$ cat src/rtl/caterpillar_rules.sv
// Caterpillar game rule engine: holds a body of up to 8 two-bit colored segments
// and continuously evaluates 20 fixed rules over the current body.
module caterpillar_rules (
    input  logic        clk,
    input  logic        rst_n,
    input  logic        update,
    input  logic        erase,
    input  logic [1:0]  color,
    input  logic [2:0]  read_pos,
    output logic        empty,
    output logic        full,
    output logic [19:0] valid,
    output logic [1:0]  read_val,
    output logic        read_over
);

    logic [3:0]       len_q;
    logic [3:0]       len_d;
    logic [7:0][1:0]  body_q;
    logic [7:0][1:0]  body_d;

    logic [2:0]       last_idx_s;
    logic [7:0]       in_body_s;
    logic [3:0]       present_s;
    logic [2:0]       distinct_s;
    logic             adj_eq_s;
    logic             not_same_s;
    logic             dec_s;
    logic             inc_s;
    logic             pal_ok_s;

    assign empty      = (len_q == 4'd0);
    assign full       = (len_q == 4'd8);
    // Wraps to 7 when len is 8; only meaningful while the body is non-empty.
    assign last_idx_s = len_q[2:0] - 3'd1;

    // Next-state: erase wins over update; guards keep len within 0..8.
    always_comb begin
        len_d  = len_q;
        body_d = body_q;
        if (erase && !empty) begin
            len_d              = len_q - 4'd1;
            body_d[last_idx_s] = 2'd0;
        end else if (update && !full) begin
            len_d                = len_q + 4'd1;
            body_d[len_q[2:0]]   = color;
        end else begin
            len_d  = len_q;
            body_d = body_q;
        end
    end

    // State registers with asynchronous clear.
    always_ff @(posedge clk or negedge rst_n) begin
        if (!rst_n) begin
            len_q  <= 4'd0;
            body_q <= '0;
        end else begin
            len_q  <= len_d;
            body_q <= body_d;
        end
    end

    // Per-segment occupancy mask so stale storage never feeds the rules.
    always_comb begin
        in_body_s = 8'h00;
        for (int i = 0; i < 8; i++) begin
            in_body_s[i] = (4'(i) < len_q);
        end
    end

    // Scan the occupied segments for color presence, ordering and symmetry.
    always_comb begin
        present_s  = 4'b0000;
        adj_eq_s   = 1'b0;
        not_same_s = 1'b0;
        dec_s      = 1'b0;
        inc_s      = 1'b0;
        pal_ok_s   = 1'b1;
        for (int i = 0; i < 8; i++) begin
            present_s = present_s | ({3'b000, in_body_s[i]} << body_q[i]);
            pal_ok_s  = pal_ok_s & (~in_body_s[i] |
                        (body_q[i] == body_q[last_idx_s - 3'(i)]));
        end
        for (int i = 1; i < 8; i++) begin
            adj_eq_s   = adj_eq_s   | (in_body_s[i] & (body_q[i] == body_q[i-1]));
            not_same_s = not_same_s | (in_body_s[i] & (body_q[i] != body_q[0]));
            dec_s      = dec_s      | (in_body_s[i] & (body_q[i] <  body_q[i-1]));
            inc_s      = inc_s      | (in_body_s[i] & (body_q[i] >  body_q[i-1]));
        end
        distinct_s = 3'(present_s[0]) + 3'(present_s[1]) +
                     3'(present_s[2]) + 3'(present_s[3]);
    end

    // Assemble the rule vector; head/tail rules are vacuously true when empty.
    always_comb begin
        valid      = 20'h00000;
        valid[3:0] = ~present_s;
        for (int k = 0; k < 4; k++) begin
            valid[4+k] = empty | (body_q[0] == 2'(k));
            valid[8+k] = empty | (body_q[last_idx_s] == 2'(k));
        end
        valid[12] = ~adj_eq_s;
        valid[13] = ~not_same_s;
        valid[14] = ~dec_s;
        valid[15] = ~inc_s;
        valid[16] = ~len_q[0];
        valid[17] = (distinct_s <= 3'd2);
        valid[18] = empty | (body_q[0] == body_q[last_idx_s]);
        valid[19] = pal_ok_s;
    end

    // Zero-latency read port; positions past the tail read as 0.
    always_comb begin
        read_over = ({1'b0, read_pos} >= len_q);
        if (read_over) begin
            read_val = 2'd0;
        end else begin
            read_val = body_q[read_pos];
        end
    end

endmodule

$ cat config.mk
export PLATFORM = sky130hd
export DESIGN_NAME = caterpillar_rules
export DESIGN_NICKNAME = d
export VERILOG_FILES = /design/src/rtl/caterpillar_rules.sv
export SDC_FILE = /design/constraint.sdc
export NUM_CORES = 1
export LEC_CHECK = 0
export CAP_MARGIN = 0
export CORE_UTILIZATION = 50
export CTS_CLUSTER_DIAMETER = 50
export DETAILED_ROUTE_END_ITERATION = 12
export GPL_TIMING_DRIVEN = 0
export PLACE_DENSITY_LB_ADDON = 0.12
export REMOVE_ABC_BUFFERS = 1
export SYNTH_ARGS = -nofsm -noshare
export SYNTH_HDL_FRONTEND = slang
export SYNTH_SLANG_ARGS = --single-unit
$ cat constraint.sdc
create_clock -name clk -period 5.45 [get_ports clk]
set_clock_uncertainty 0.15 [all_clocks]
set_input_delay 0.8175 -clock clk [delete_from_list [all_inputs] [get_ports clk]]
set_output_delay 0.8175 -clock clk [all_outputs]
set_load 0.005 [all_outputs]
==> results of run 1 <==
-- stage by stage --
step                      setup slack (ps)  instances  cell area, um^2
after floorplan                      167.5        368             3258
after global placement               -1267        478             3685
after detailed placement             -1434        478             3685
after CTS                            49.18        482             3770
after global routing                0.4499        483             3796
final                                160.1        483             3796
-- sequential cells by signal, indices dropped and copies added (netlist names) --
signal and flops:
len_q 4, body_q 16
-- area by class of cell --
cell class / count / area [um^2] / area share, %
tap: 77 / 96.34 / 2.538
clock buffer: 3 / 41.29 / 1.088
multi-input combinational: 313 / 2659 / 70.04
sequential: 20 / 505.5 / 13.32
timing repair buffer: 35 / 352.8 / 9.295
inverter: 35 / 141.4 / 3.724
-- cells in the mapped netlist, types with 9 or more instances --
master and count:
nand2_1 33, a22o_1 16, ha_1 32, clkbuf_1 16
nor2_1 23, inv_1 33, xnor2_1 16, mux2i_1 30
mux4_2 15, a21oi_1 22, dfrtp_1 20, o21ai_0 23
nor3_1 9
-- how the worst min path moves through the flow --
stage / to / start / cells past startpoint / slack [ps]
detailed placement: len_q[1]$_DFFE_PN0P_ / len_q[1]$_DFFE_PN0P_ / 2 / 480
finish: len_q[1]$_DFFE_PN0P_ / len_q[1]$_DFFE_PN0P_ / 2 / 560
global route: len_q[1]$_DFFE_PN0P_ / len_q[1]$_DFFE_PN0P_ / 2 / 580
global placement: len_q[1]$_DFFE_PN0P_ / len_q[1]$_DFFE_PN0P_ / 2 / 490
CTS: len_q[1]$_DFFE_PN0P_ / len_q[1]$_DFFE_PN0P_ / 2 / 500
floorplan: body_q[0]$_DFFE_PN0P_ / rst_n / 0 / 370
-- cell usage in the layout (no fill, tap or decap), drive strengths merged, types with 9 or more instances in the layout --
cell and instances:
clkdlybuf4s50 33, nand2 33, nor2 23, ha 32, mux4 19, mux2i 31
a22o 16, o21ai 25, nor3 9, inv 32, a21oi 23, dfrtp 20
xnor2 16
-- worst reg2reg max path, stage by stage, from the launching register on --
cell	delay, ps
dfrtp_4	580
inv_4	180
ha_4	260
nand2_2	210
and2_1	370
nor3b_2	350
a21oi_1	90
a22o_1	200
-- timing repair --
item                       4_1_cts  5_1_grt
setup buffers                    1        1
pin swaps                        1        1
setup endpoints to repair        7        2
resized for setup               10        6
-- layer usage --
layer  vias up  GRT usage [%]
met2       190          46.85
met5         -              0
met1      1614          42.75
li1       1500              -
met3        30          4.475
met4         0          7.550
-- kinds of logic (layout without fill, tap and decap cells) --
logic type                 count (synthesis)  count (layout)  synth area share, %
buffers and inverters                     69              73                9.160
and+or+nand+nor                          105             105                15.67
DFF                                       20              20                14.54
muxes                                     50              50                22.25
xor gates and xnor gates                  17              17                4.871
adders and majority gates                 33              33                12.21
AOI/OAI and AO/OA                        108             108                21.30
==> impl_results.md, run 1 <==
- Status: complete, but fails checks
- Failing checks: DRC
- Final hold violations: 0
- Crit path max fanout: 14
- Max Clock Freq: 189.0 MHz
- Iter 0 DRT Violations: around 400
- DR WL met2: 4.620 mm
- Register bit total from synthesis: 20
- Ant. Diodes: 0
- Crit share post-route: a little over nine tenths
- Area leader, netlist: dfrtp_1
- Crit path top cell by count: ha_1
- Cell Chain, Critical Path: inv_4, ha_4, inv_1, a21oi_2, nor2_1, a32oi_1, nand2_1, or4_1, fa_1, ha_1, ha_1, nor3b_1, or2_2, clkdlybuf4s50_1
- Routed wire per std cell: about 22 um
- CTS root buffer: clkbuf_8
- Worst Setup End Kind: primary output
- Endpoints failing setup: 0
- Post-synth top area share: between 10% and 20%
- CTS tree: done
- Crit-path slowest cell: dfrtp_4
- Clock sink total: 20
- M1 WL: between 4 and 5 mm
- Pins Over Slew Limit: 0
- Most area-consuming cells after synthesis: dfrtp_1 (15%), ha_1 (12%), mux4_2 (9.8%)
- H-tree depth: 1
- Setup TNS: 0 ps
- Layout net count: 450
- FF-to-FF Start: len_q[0]$_DFFE_PN0P_
- Critical path depth: 14
- Startpoint types: flop
- Initial antenna violation count: 0
- Post-detailed-route count of antenna-violating nets: 0
- EDFF count, synth: 0
- R2R Path End: body_q[14]$_DFFE_PN0P_
- Post-Synthesis Cells: about 400
- Core Util, Final: between 50% and 60%
- # IOs: 34
- Post-synthesis sequential area ratio: between 10% and 20%
- Die Width: approximately 85 um
- CP bufs+invs: 3
- Share of cells above drive strength 1: approximately 11%
- DRT Wirelength: ~10 mm
- Worst-case reg-to-reg path depth: 7
- Async S/R FF share, synth: 100.0%
- DR vias/cell: around 6.9
- CTS buffer count: 3
- Largest net degree at the start of global routing: 27
- Max Root-Sink Buffers: 2
- Fill cell count: 586
- Slew margin rel.: 39.74%
- Area Overhead vs Synth: 10.29%
- RSZ-0062 raised after global routing: false
- Peak per-stage delay on the critical path: 580 ps
- Synth unique cells: slightly below 60
- Path type of the worst setup path: reg -> out
- FF-to-FF setup slack: between 2000 and 3000 ps
- Hold Slack: roughly 560 ps
- CP Capture Point: valid[17]
- CP startpoint: len_q[0]$_DFFE_PN0P_
- Buffers on Ports: 33
- Top Layer Used: met4
- Synthesized area: approximately 3400 um^2
- CP arrival: 4320 ps
- Die height: 84.97 um
- First-pass GRT wire length: 16.93 mm
- CP delay by family, top: adder cells
- HPWL Detailed: 7.332 mm
- Die area: a little over 7000 um^2
- Met3 wire len: roughly 960 um
- Starting density of the core: a little over half
- Clk Latency, worst-skew pair: roughly 250 ps
- Vias: between 3000 and 4000
- Worst slew pin tran: about 900 ps
- Placeable core region: between 6000 and 7000 um^2
- Total track usage: just under 30%
- Worst path required time: about 4500 ps
- GRT overflow: 0
- Hold Buf Count CTS: 0
- Ys flop type: dfrtp_1
- Syn avg cell area: between 8 and 9 um^2
- GPL Wtd Cong: ~0.91
- Vias in the first global route: 3120
- Post-route minimum period: 5290 ps
- CTS clk-pin slew, worst paths: ~70 ps
- First-pass DRT Iterations: 10
- Worst Hold Class: reg -> reg
- Synthesis Warnings: 0
- Row count: 29
- DRC Markers: 2
- Max Cap Viol: 0
Power of run 1 is not shown: default switching activity piles up to over one toggle a cycle in this logic, so the estimate is an artifact.
==> run 2, diff against run 1 <==
--- a/config.mk
+++ b/config.mk
@@ -10,7 +10,7 @@
 export CTS_CLUSTER_DIAMETER = 50
 export DETAILED_ROUTE_END_ITERATION = 12
 export GPL_TIMING_DRIVEN = 0
-export PLACE_DENSITY_LB_ADDON = 0.12
+export PLACE_DENSITY_LB_ADDON = 0.05
 export REMOVE_ABC_BUFFERS = 1
 export SYNTH_ARGS = -nofsm -noshare
 export SYNTH_HDL_FRONTEND = slang
==> run 2 against run 1 <==
First-iteration DRC count shrank 2.0%. The run still ends with DRC left. Largest cell class unchanged. Routed wire length decreased by 1.7%. Utilization rose by 0.73 points. Setup slack better by 58 ps. Sequential share of layout area shrank 0.13 points. Global-route usage shrank 0.73 points. Clock-buffer cell count is the same. Cell area up 1.3%. Critical endpoint unchanged. Critical path depth unchanged.
==> impl_results.md, run 2 (same netlist as run 1, synthesis figures left out) <==
- Status: complete, but fails checks
- Failing checks: DRC
- Initial antenna violation count: 0
- Startpoint types: flop
- First-pass DRT Iterations: 9
- Largest net degree at the start of global routing: 27
- Worst Hold Class: reg -> reg
- Path type of the worst setup path: reg -> out
- DRC Markers: 2
- Ant. Diodes: 0
- Worst path required time: between 4000 and 5000 ps
- Share of cells above drive strength 1: between 10 and 15%
- Vias in the first global route: 3020
- Design area: 3844 um^2
- Crit path top cell by count: ha_1
- Post-detailed-route count of antenna-violating nets: 0
- RSZ-0062 raised after global routing: false
- CTS root buffer: clkbuf_8
- Top Registers: body_q (16), len_q (4)
- Max Cap Viol: 0
- Cell Chain, Critical Path: clkinv_2, ha_4, inv_1, a21oi_2, nor2_1, a32oi_1, nand2_1, or4_1, fa_1, ha_1, ha_1, nor3b_1, or2_2, clkdlybuf4s50_1
- Die height: between 80 and 90 um
- Placeable core region: between 6000 and 7000 um^2
- Commonest non-fill, non-tap cell in the layout: clkdlybuf4s50_1
- First-pass GRT wire length: around 16 mm
- Most frequent cells in the layout: clkdlybuf4s50_1 (33), nand2_1 (32), inv_1 (30), mux2i_1 (30), ha_1 (30)
- Hold Buf Count CTS: 0
- Iter 0 DRT Violations: between 300 and 400
- Endpoints failing setup: 0
- Fill cell count: slightly above 600
- CP bufs+invs: 3
- Clk Latency, worst-skew pair: roughly 250 ps
- Crit-path slowest cell: dfrtp_4
- Multi-input gate area: roughly 2700 um^2
- FF-to-FF Start: len_q[1]$_DFFE_PN0P_
- CP delay by family, top: simple AND/OR/NAND/NOR gates
- CTS buffer count: 3
- HPWL Detailed: between 7 and 8 mm
- Routed wire per std cell: roughly 21 um
- Die Width: about 85 um
- Buffers on Ports: 33
- Slew margin rel.: 41.33%
- Total track usage: just under 30%
- Max FFs per register: 16
- Peak per-stage delay on the critical path: just under 600 ps
- Crit path max fanout: 14
- DR vias/cell: around 6.7
- Pins Over Slew Limit: 0
- Row count: 29
- Worst Setup End Kind: primary output
- Area after DPL: 3685 um^2
- GRT overflow: 0
- Layout net count: between 400 and 500
- Worst slew pin tran: around 900 ps
- Post-route minimum period: between 5000 and 6000 ps
- Crit share post-route: between 90% and 100%
- CTS tree: done
- Clock sink total: 20
- GPL Wtd Cong: approximately 0.9
- Most flops, register: body_q
- Register Area: about 500 um^2
- Max Root-Sink Buffers: 2
- H-tree depth: 1
- Final hold violations: 0
- Die area: 7220 um^2
- DRT Wirelength: around 10 mm
- CTS clk-pin slew, worst paths: roughly 70 ps
- # IOs: 34
- HP Start: len_q[1]$_DFFE_PN0P_
- Vias: around 3300
- CP startpoint: len_q[0]$_DFFE_PN0P_
- Max Clock Freq: 191.1 MHz
- CP arrival: ~4300 ps
- Starting density of the core: a little over half
- Area Overhead vs Synth: 11.67%
[run 2: cell count changes in the layout (fill, tap and decap cells not counted)]
cell	before	now
dfrtp_2	1	2
nor2_4	1	0
buf_4	0	3
nor2_2	0	1
clkinv_2	0	1
dfrtp_1	18	17
bufinv_16	0	1
inv_4	1	0
[run 2: layer usage]
metal	share of wire, %	up-vias	track usage, %
li1	-	1500	-
met5	0	-	0
met3	9.9	18	3.794
met1	44	1556	42.95
met2	44	184	45.45
met4	1.6	0	5.855
[run 2: worst reg2reg max path: stages, from the launching register on]
cell	delay (ps)
dfrtp_1	490
clkinvlp_4	300
ha_4	270
nand2_2	240
and2_1	470
nor3b_2	150
a31oi_1	270
xnor2_1	150
[run 2: what timing repair did]
action | in CTS | in global routing
gates resized for setup | 10 | 5
setup buffers | 0 | 5
endpoints found under the setup margin | 7 | 2
pin swaps | 0 | 1
[run 2: final timing paths]
| check | endpoint | slack, ps | cells after the start |
|---|---|---|---|
| min in group asynchronous | body_q[13]$_DFFE_PN0P_ | 910 | 1 |
| worst max-delay path | valid[17] | 220 | 14 |
| worst min-delay path | len_q[1]$_DFFE_PN0P_ | 550 | 2 |
| max in group asynchronous | len_q[0]$_DFFE_PN0P_ | 3600 | 1 |
| worst max register to register | len_q[3]$_DFFE_PN0P_ | 2890 | 7 |
| worst min register to register | len_q[1]$_DFFE_PN0P_ | 550 | 2 |
[run 2: final cells by class]
type	instances	area share, %
Clock buffer	3	1.074
Clock inverter	1	0.7812
Inverter	35	3.646
Multi-Input combinational cell	313	69.04
Sequential cell	20	13.18
Tap cell	77	2.507
Timing Repair Buffer	38	9.766
[run 2: stage by stage]
stage          setup WS (ps)  std cells  utilization (%)  setup TNS (ps)  hold slack, ps
4_1_cts                24.53        482            58.31               0           499.7
3_5_place_dp           -1333        478            56.73           -1803           483.0
6_report               218.1        487            59.18               0           547.2
3_3_place_gp           -1316        478            56.73           -1746           484.5
5_1_grt                16.39        487            59.18               0           616.4
2_1_floorplan          167.5        368                -               0           371.9
Power of run 2 is left out for the same reason.
==> run 3, diff against run 2 <==
--- a/config.mk
+++ b/config.mk
@@ -5,13 +5,12 @@
 export SDC_FILE = /design/constraint.sdc
 export NUM_CORES = 1
 export LEC_CHECK = 0
-export CAP_MARGIN = 0
 export CORE_UTILIZATION = 50
 export CTS_CLUSTER_DIAMETER = 50
 export DETAILED_ROUTE_END_ITERATION = 12
-export GPL_TIMING_DRIVEN = 0
 export PLACE_DENSITY_LB_ADDON = 0.05
 export REMOVE_ABC_BUFFERS = 1
 export SYNTH_ARGS = -nofsm -noshare
 export SYNTH_HDL_FRONTEND = slang
 export SYNTH_SLANG_ARGS = --single-unit
+export TNS_END_PERCENT = 50
==> run 3 against run 2 <==
The run still ends with DRC left. Die area unchanged. Non-clock buffer count grew 21. Via count is 4.2% higher. Utilization rose by 1.2 points. Global-route usage is 2.9 points higher. First-iteration DRC count grew 8.0%. Highest routed layer unchanged. Final cell count up 4.1%. Critical path depth decreased by 2. Worst hold slack got worse by 54 ps. Clock-buffer cell count did not move. Routed wire length rose by 10%. Register-to-register slack better by 60 ps.
==> impl_results.md, run 3 (same netlist as run 1, synthesis figures left out) <==
- RSZ-0062 raised after global routing: false
- # IOs: 34
- Crit share post-route: roughly 95%
- Max Clock Freq: 193.9 MHz
- Layout net count: around 470
- Fill cell count: ~600
- Failing checks: DRC
- Max FFs per register: 16
- CP delay by family, top: buffers and inverters
- Top Layer Used: met4
- Most flops, register: body_q
- Largest net degree at the start of global routing: 24
- Vias: 3396
- Worst Setup End Kind: primary output
- Crit path max fanout: 11
- Placed Cells incl. Taps: just over 500
- Buffers on Ports: 33
- Area Overhead vs Synth: 13.99%
- H-tree depth: 1
- Iter 0 DRT Violations: between 400 and 500
- Row count: 29
- Die Width: roughly 85 um
- Path type of the worst setup path: reg -> out
- Most frequent cells in the layout: inv_1 (33), nand2_1 (33), clkdlybuf4s50_1 (33), ha_1 (31), mux2i_1 (30)
- CP arrival: 4190 ps
- GRT overflow: 0
- Final hold violations: 0
- CP bufs+invs: 3
- Starting density of the core: between 50% and 60%
- GPL Wtd Cong: around 0.98
- HPWL Detailed: 8.431 mm
- Met3 wire len: 1.020 mm
- FF-to-FF Start: len_q[0]$_DFFE_PN0P_
- Hold Buf Count CTS: 0
- First-pass DRT Iterations: 9
- CP startpoint: len_q[0]$_DFFE_PN0P_
- DRT Wirelength: between 10 and 15 mm
- CTS clk-pin slew, worst paths: 70 ps
- Die area: between 7000 and 8000 um^2
- M1 WL: approximately 4.9 mm
- Crit-path slowest cell: dfrtp_1
- Endpoints failing setup: 0
- Max Root-Sink Buffers: 2
- HP Start: len_q[1]$_DFFE_PN0P_
- CTS tree: done
- Startpoint types: flop
- Clock sink total: 20
- Routed wire per std cell: 22.29 um
- Initial antenna violation count: 0
- Peak per-stage delay on the critical path: approximately 570 ps
- Cell Chain, Critical Path: clkinv_1, ha_1, buf_4, xor2_4, ha_2, mux2i_1, o22ai_1, or3_1, a211oi_2, o21ai_0, nor4_2, clkdlybuf4s50_1
- Worst Hold Class: reg -> reg
- DRC Markers: 2
- CTS root buffer: clkbuf_8
- Worst slew pin tran: between 800 and 900 ps
- DR vias/cell: 6.698
- Post-route minimum period: approximately 5200 ps
- Slew margin rel.: between 40 and 50%
- First-pass GRT wire length: about 18 mm
- Setup TNS: 0 ps
- Total track usage: a little under a third
- Post-detailed-route count of antenna-violating nets: 0
- Worst path required time: 4480 ps
- Fin cells: around 500
- CTS buffer count: 3
- Share of cells above drive strength 1: 13.49%
- Status: complete, but fails checks
- Max Cap Viol: 0
- Top Registers: body_q (16), len_q (4)
- DR WL met2: approximately 5.0 mm
- Clk Latency, worst-skew pair: about 260 ps
- Placeable core region: approximately 6500 um^2
- Vias in the first global route: ~3300
- Pins Over Slew Limit: 0
- Die height: ~85 um
- Ant. Diodes: 0
-- run 3: final cells by class --
type	count	area [um^2]	share of cell area [%]
Multi-Input combinational cell	313	2629	67.00
Clock buffer	3	41.29	1.052
Timing Repair Buffer	59	525.5	13.39
Inverter	35	131.4	3.348
Sequential cell	20	500.5	12.76
Tap cell	77	96.34	2.455
-- run 3: tightest hold or removal path: cells and delay by family (launching register included) --
family          cells  cell delay, ps
compound gates      2             170
flops               1             430
-- run 3: metrics by stage --
step,utilization [%],hold WS (ps),area [um^2],setup slack (ps)
floorplan,-,371.9,3258,167.5
global placement,59.74,462.0,3880,646.2
detailed placement,59.74,463.0,3880,567.8
CTS,60.37,494.5,3921,263.6
global route,60.41,555.0,3924,47.01
finish,60.41,493.0,3924,293.0
-- run 3: repair_timing --
item / 4_1_cts / 5_1_grt
resized for setup: 0 / 1
setup buffers: 0 / 0
setup endpoints to repair: 0 / 1
-- run 3: final timing paths --
| check | slack (ps) | cells after the start | endpoint |
|---|---|---|---|
| worst max-delay path | 290 | 12 | valid[19] |
| worst min-delay path | 490 | 2 | len_q[1]$_DFFE_PN0P_ |
| worst max register to register | 2950 | 8 | body_q[14]$_DFFE_PN0P_ |
| worst min register to register | 490 | 2 | len_q[1]$_DFFE_PN0P_ |
| max in group asynchronous | 3690 | 1 | body_q[1]$_DFFE_PN0P_ |
| min in group asynchronous | 910 | 1 | body_q[15]$_DFFE_PN0P_ |
-- run 3: metal layers --
| layer | vias to the layer above | track usage, % |
|---|---|---|
| met5 | - | 0 |
| met4 | 0 | 12.02 |
| met3 | 38 | 3.794 |
| met2 | 198 | 50.37 |
| met1 | 1605 | 44.93 |
| li1 | 1555 | - |
Power of run 3 is left out for the same reason.
